## src/rtl/scalar_instr_queue.sv

```systemverilog
// Instruction queue feeding the scalar core's decode stage: a DEPTH-entry FIFO followed by a
// registered output stage that issues one instruction per cycle, or a NOP bubble if none is ready.
module scalar_instr_queue #(
    parameter int unsigned DEPTH     = 8,
    parameter logic [31:0] NOP_INSTR = 32'h0000_0000
) (
    input  logic                       clk,
    input  logic                       rst_n,
    input  logic                       in_valid,
    input  logic [31:0]                in_instr,
    output logic                       in_ready,
    input  logic                       stall,
    input  logic                       flush,
    output logic [31:0]                instr_out,
    output logic                       instr_valid,
    output logic [$clog2(DEPTH+1)-1:0] count,
    output logic                       full,
    output logic                       empty
);

    localparam int unsigned PtrW = $clog2(DEPTH);
    localparam int unsigned CntW = $clog2(DEPTH + 1);

    logic [31:0]     mem [DEPTH];
    logic [PtrW-1:0] wr_ptr_q, wr_ptr_d;
    logic [PtrW-1:0] rd_ptr_q, rd_ptr_d;
    logic [CntW-1:0] count_q, count_d;
    logic [31:0]     instr_q, instr_d;
    logic            valid_q, valid_d;
    logic            push, pop;

    assign full     = (count_q == CntW'(DEPTH));
    assign empty    = (count_q == '0);
    assign in_ready = !full && !flush;

    assign push = in_valid && in_ready;
    assign pop  = !stall && !flush && !empty;

    always_comb begin
        wr_ptr_d = wr_ptr_q;
        rd_ptr_d = rd_ptr_q;
        count_d  = count_q;
        instr_d  = instr_q;
        valid_d  = valid_q;
        if (flush) begin
            wr_ptr_d = '0;
            rd_ptr_d = '0;
            count_d  = '0;
            instr_d  = NOP_INSTR;
            valid_d  = 1'b0;
        end else begin
            if (push) begin
                wr_ptr_d = wr_ptr_q + PtrW'(1);
            end
            // No bypass: a word pushed into an empty queue issues one edge later.
            if (!stall) begin
                if (!empty) begin
                    instr_d  = mem[rd_ptr_q];
                    valid_d  = 1'b1;
                    rd_ptr_d = rd_ptr_q + PtrW'(1);
                end else begin
                    instr_d = NOP_INSTR;
                    valid_d = 1'b0;
                end
            end
            unique case ({push, pop})
                2'b10:   count_d = count_q + CntW'(1);
                2'b01:   count_d = count_q - CntW'(1);
                default: count_d = count_q;
            endcase
        end
    end

    always_ff @(posedge clk or negedge rst_n) begin
        if (!rst_n) begin
            wr_ptr_q <= '0;
            rd_ptr_q <= '0;
            count_q  <= '0;
            instr_q  <= NOP_INSTR;
            valid_q  <= 1'b0;
        end else begin
            wr_ptr_q <= wr_ptr_d;
            rd_ptr_q <= rd_ptr_d;
            count_q  <= count_d;
            instr_q  <= instr_d;
            valid_q  <= valid_d;
        end
    end

    // Storage needs no reset; occupancy is tracked solely by count_q.
    always_ff @(posedge clk) begin
        if (push) begin
            mem[wr_ptr_q] <= in_instr;
        end
    end

    assign instr_out   = instr_q;
    assign instr_valid = valid_q;
    assign count       = count_q;

endmodule

```

## config.mk

```make
export PLATFORM = sky130hd
export DESIGN_NAME = scalar_instr_queue
export DESIGN_NICKNAME = d
export VERILOG_FILES = /design/src/rtl/scalar_instr_queue.sv
export SDC_FILE = /design/constraint.sdc
export NUM_CORES = 1
export LEC_CHECK = 0
export ABC_AREA = 1
export BUFFER_PORTS_ARGS = -buffer_cell sky130_fd_sc_hd__clkbuf_2
export CAP_MARGIN = 10
export CORE_MARGIN = 3
export CORE_UTILIZATION = 41
export DETAILED_ROUTE_END_ITERATION = 8
export SLEW_MARGIN = 20
export SYNTH_ARGS = -nofsm -noshare
export SYNTH_HDL_FRONTEND = slang
export SYNTH_SLANG_ARGS = --single-unit
```

## constraint.sdc

```tcl
create_clock -name clk -period 6.3 [get_ports clk]
set_input_delay 1.26 -clock clk [delete_from_list [all_inputs] [get_ports clk]]
set_output_delay 1.26 -clock clk [all_outputs]
set_load 0.01 [all_outputs]
```

==> After elaboration in Yosys (flattened, before gate mapping) <==
Memories as Yosys holds them, arrays and structs flattened.
Index checks and enable logic that the tools add are counted.
{ "totals": {"ff_bits": 43, "ram_bits": 256, "in_bits": 37, "output_inout_bits": 40, "word_cells": 42, "memories": 1} }
{ "memory_table": {"columns": ["name", "words", "word_bits", "read_ports", "rd_ports_with_merged_regs", "wr", "line_no", "source"], "rows": [
  ["mem", 8, 32, 1, 0, 1, "24", "logic [31:0] mem [DEPTH];"]
]} }
{ "op_classes": {"addsub": 4, "eq_ne": 5, "mux": 15, "n_reduce_logical": 12} }
{ "ops": {"columns": ["cell", "count"], "rows": [
  ["32-bit 2-to-1 mux", 3],
  ["3-bit 2-to-1 mux", 5],
  ["4-bit one-hot mux with 2 select lines", 1],
  ["3-bit by 1-bit adder with 3-bit output (second input constant)", 2],
  ["1-bit 2-to-1 mux", 5],
  ["4-bit by 1-bit adder with 4-bit output (second input constant)", 1],
  ["4-bit equality test (second input constant)", 1],
  ["1-bit logical AND", 4],
  ["1-bit logical NOT", 4],
  ["4-bit logical NOT", 1],
  ["4-bit 2-to-1 mux", 1],
  ["4-bit by 1-bit subtractor with 4-bit output (second input constant)", 1],
  ["3-bit nonzero test", 1],
  ["2-bit by 1-bit equality test with 1-bit output (second input constant)", 1],
  ["2-bit equality test (second input constant)", 1],
  ["2-bit by 1-bit inequality test with 1-bit output (second input constant)", 1],
  ["2-bit inequality test (second input constant)", 1],
  ["2-bit AND reduction", 1],
  ["2-bit nonzero test", 1]
]} }

==> Logic depth before layout (Yosys ltp) <==
{ "logic_depth": {"word_depth": 7, "mapped_depth": 14, "depth_no_buf": 14} }

==> Worst setup path after synthesis <==
No wires, ideal clock.
{ "synth_timing": {"kind": "input port to flip-flop", "start": "in flush", "end": "mem mem[0][0], enable pin", "setup_time_ns": 0.421, "arrival_time_ns": 3.026, "required_time_ns": 5.879, "setup_slack_ns": 2.853, "stages": 5, "path_buffers": 0, "cell_sequence": "inv_2 nand3_4 inv_1 nand2_1 nor2_1"} }
{ "synth_via": {"elab_chain_len": 5} }
{ "synth_lines": {"columns": ["item", "line_no", "source"], "rows": [
  ["from (decl)", "13", "input logic flush,"],
  ["1-bit logical NOT", "34", "assign in_ready = !full && !flush;"],
  ["1-bit logical AND", "34", null],
  ["1-bit logical AND", "36", "assign push = in_valid && in_ready;"],
  ["1-bit 2-to-1 mux", "92", "if (push) begin"],
  ["1-bit 2-to-1 mux (not written as such)", "93", "mem[wr_ptr_q] <= in_instr;"],
  ["to (decl)", "24", null]
]} }
Every way passes these cells.

==> Worst setup path in the final report <==
{ "layout_timing": {"start": "in flush", "end": "mem mem[3][13], enable pin"} }
Same word-level chain as after synthesis.

==> flow_metrics.py <==
metrics = {
    "routing": {
        "wl_per_cell_um": 19.8,
        "routed_wirelength_mm": 26.8,
        "vias": 7239,
        "avgViaCountPerCell": 5.34,
        "drtIter0Drc": 564,
        "route.detailed.drc": 0,
        "drtPass1Iterations": 5,
        "drtAntennaViolNets": 0,
    },
    "timing": {
        "min_period_over_period_pct": 54.6,
        "setup_viol": 0,
        "max-slew-margin-rel_pct": 29.8,
        "finalHoldViolations": 0,
        "fin_crit_ns": 3.44,
        "worst_pin_slew_ns": 1.05,
        "rsz0062_at_grt": "false",
        "fmax_ghz": 0.291,
        "setup_tns_ns": 0,
        "skew_ns": 0.0111,
        "finalMaxSlewViolations": 0,
        "fin_ws_ns": 2.86,
    },
    "power": {
        "total_power_mw": 5.19,
        "clkPwrFrac_pct": 32.3,
        "powerDensity_nw_per_um2": 388,
        "swShare_pct": 30.5,
        "ir_worst_vdd_mv": 0.234,
        "p_sw_mw": 1.58,
        "pwr-share-comb_pct": 21.4,
        "p_leak_nw": 4.75,
        "seq_power_share_pct": 46.3,
        "intPower_mw": 3.61,
    },
    "cells_and_area": {
        "final_common_cell": "edfxtp_1",
        "final_cell_mix": "edfxtp_1, nor2_1, o21ai_0",
        "final_nets": 995,
        "drive_above_1_share_pct": 16.2,
        "fin_util_pct": 47.8,
        "n_antenna_cell": 0,
        "synthToLayoutAreaGrowth_pct": 14.7,
    },
    "clocking": {
        "cts_tree": "yes",
        "clk_pin_slew_ns": 0.06,
        "cts.repair.resized": 0,
        "post_cts_buffers": 0,
        "hold_buffers": 0,
        "h-tree-depth": 1,
        "clockBufferDepth": 3,
        "cts_sinks": 299,
        "cts_root_buf": "clkbuf_16",
        "cts_buffers": 30,
        "insertion_delay_ns": 0.55,
    },
    "critical_path": {
        "r2r_slack_ns": 3.71,
        "reg2reg_to": "mem[3][13]$_DFFE_PP_",
        "r2r-start": "count[1]$_DFFE_PN0P_",
        "crit_end": "mem[3][13]$_DFFE_PP_",
        "rr_worst_depth": 7,
        "required_ns": 6.52,
        "crit_arrival_ns": 3.66,
        "end_kind": "flop",
        "cp_max_fo": 41,
        "crit_path_start": "flush",
        "critPathLaunchType": "input pin",
        "critPathKind": "in -> reg",
    },
    "placed_design": {
        "gp_congestion": 0.790,
        "dp_hpwl_mm": 14.6,
        "place_ws_ns": 2.27,
        "io_buffers": 76,
    },
    "die": {
        "die_w_um": 175,
        "die_h_um": 175,
        "die_area_um2": 30500,
        "io_pins": 77,
        "fp.coreArea_um2": 27900,
        "num_rows": 61,
        "initial_core_util_pct": 41.7,
    },
    "global_route": {
        "first_global_vias": 7063,
        "grt_max_degree": 99,
        "use_met3_pct": 2.41,
        "use_met1_pct": 25.3,
        "grt-ovfl-total": 0,
        "gr-max-usage-layer": "met2",
        "antenna_found_initial": 0,
        "grt.met2_usage_pct": 28.6,
        "track_usage_pct": 17.5,
        "grt_pass1_wl_mm": 41.7,
    },
    "synthesis": {
        "synth.net_count": 929,
        "ys_types": 27,
        "syn_area_um2": 11700,
        "syn_inst": 888,
        "yosysSeqAreaShare_pct": 75.2,
        "yosys_warnings": 0,
        "ys_ff_latch": 299,
        "postSynthAreaPerCell_um2": 13.1,
    },
    "run": {
        "cap_violations": 0,
    },
    "worst_hold_path": {
        "hp-class": "reg -> reg",
    },
    "outcome": {
        "status": "finished clean",
    },
}
critical path, stage by stage:
cell and delay (ns):
clkbuf_2 0.10, inv_2 0.62, nand3_4 0.24, inv_1 0.15, nand2_1 0.23, nor2_4 0.62
buf_4 0.40
final cells by class:
| cell class | instances | area, um^2 |
|---|---|---|
| clock buffer | 45 | 858 |
| clock inverter | 10 | 68.8 |
| fill | 2478 | 14600 |
| inverter | 22 | 86.3 |
| multi-input combinational | 508 | 2590 |
| sequential | 299 | 8770 |
| tap | 378 | 473 |
| timing repair buffer | 93 | 520 |
power groups by stage:
stage	Clock [mW]	Combinational, mW	Sequential (mW)
after floorplan	0	0.765	2.42
after global placement	0	1.10	2.44
after detailed placement	0	1.12	2.44
after CTS	1.71	1.12	2.41
after global routing	1.79	1.26	2.42
final	1.68	1.11	2.40
per-stage QoR:
step / std cells / cell area, um^2 / hold WS (ns)
floorplan: 888 / 11700 / 0.543
detailed placement: 1300 / 12400 / 0.500
CTS: 1355 / 13400 / 0.518
global route: 1355 / 13400 / 0.540
finish: 1355 / 13400 / 0.511
global placement: 1299 / 12400 / 0.498
state kept, by name, summed over array words and instances (netlist names):
signal / cells
mem: 256
instr_out: 32
instr_valid: 1
count: 4
rd_ptr_q: 3
wr_ptr_q: 3
cell families after synthesis:
logic type                 count (synthesis)  share of synthesized area, %
xor gates and xnor gates                   2                         0.150
buffers and inverters                     81                          3.16
and+or+nand+nor                          261                          9.43
DFF                                      299                          75.2
adders and majority gates                  4                         0.429
AOI/OAI and AO/OA                        241                          11.6
synth_stat cells:
cell / instances / area share [%]
edfxtp_1: 256 / 66
nor2_1: 159 / 5.1
o21ai_0: 92 / 4.0
o21ai_1: 81 / 3.5
nand3_1: 52 / 2.2
dfrtp_1: 43 / 9.2
nand2_1: 42 / 1.4
o22ai_1: 39 / 2.1
buf_2: 28 / 1.2
clkbuf_1: 27 / 0.87
o221ai_1: 26 / 2.0
inv_1: 14 / 0.45
inv_2: 7 / 0.23
ha_1: 4 / 0.43
buf_6: 3 / 0.29
a21oi_1: 2 / 0.086
nand2_2: 2 / 0.11
xnor2_1: 2 / 0.15
a21oi_2: 1 / 0.075
buf_4: 1 / 0.064
inv_4: 1 / 0.054
nand3_2: 1 / 0.086
nand3_4: 1 / 0.15
nand4_1: 1 / 0.054
nor2_2: 1 / 0.054
nor2_4: 1 / 0.097
nor2_8: 1 / 0.17
layer usage:
metal | vias up | wire length, um
met5 | - | 0
met4 | 0 | 427
met3 | 34 | 1500
met2 | 205 | 12800
met1 | 3597 | 12100
li1 | 3403 | -
how the worst min path moves through the flow:
stage | start | to | slack (ns) | cells after the start
2_1_floorplan | instr_valid$_DFFE_PN0P_ | instr_valid$_DFFE_PN0P_ | 0.54 | 2
3_3_place_gp | instr_valid$_DFFE_PN0P_ | instr_valid$_DFFE_PN0P_ | 0.50 | 2
3_5_place_dp | instr_out[12]$_DFFE_PN0P_ | instr_out[12]$_DFFE_PN0P_ | 0.50 | 2
4_1_cts | instr_out[12]$_DFFE_PN0P_ | instr_out[12]$_DFFE_PN0P_ | 0.52 | 2
5_1_grt | instr_out[31]$_DFFE_PN0P_ | instr_out[31]$_DFFE_PN0P_ | 0.54 | 2
6_report | instr_out[12]$_DFFE_PN0P_ | instr_out[12]$_DFFE_PN0P_ | 0.51 | 2
No activity file was read; power rests on OpenSTA's default activity.
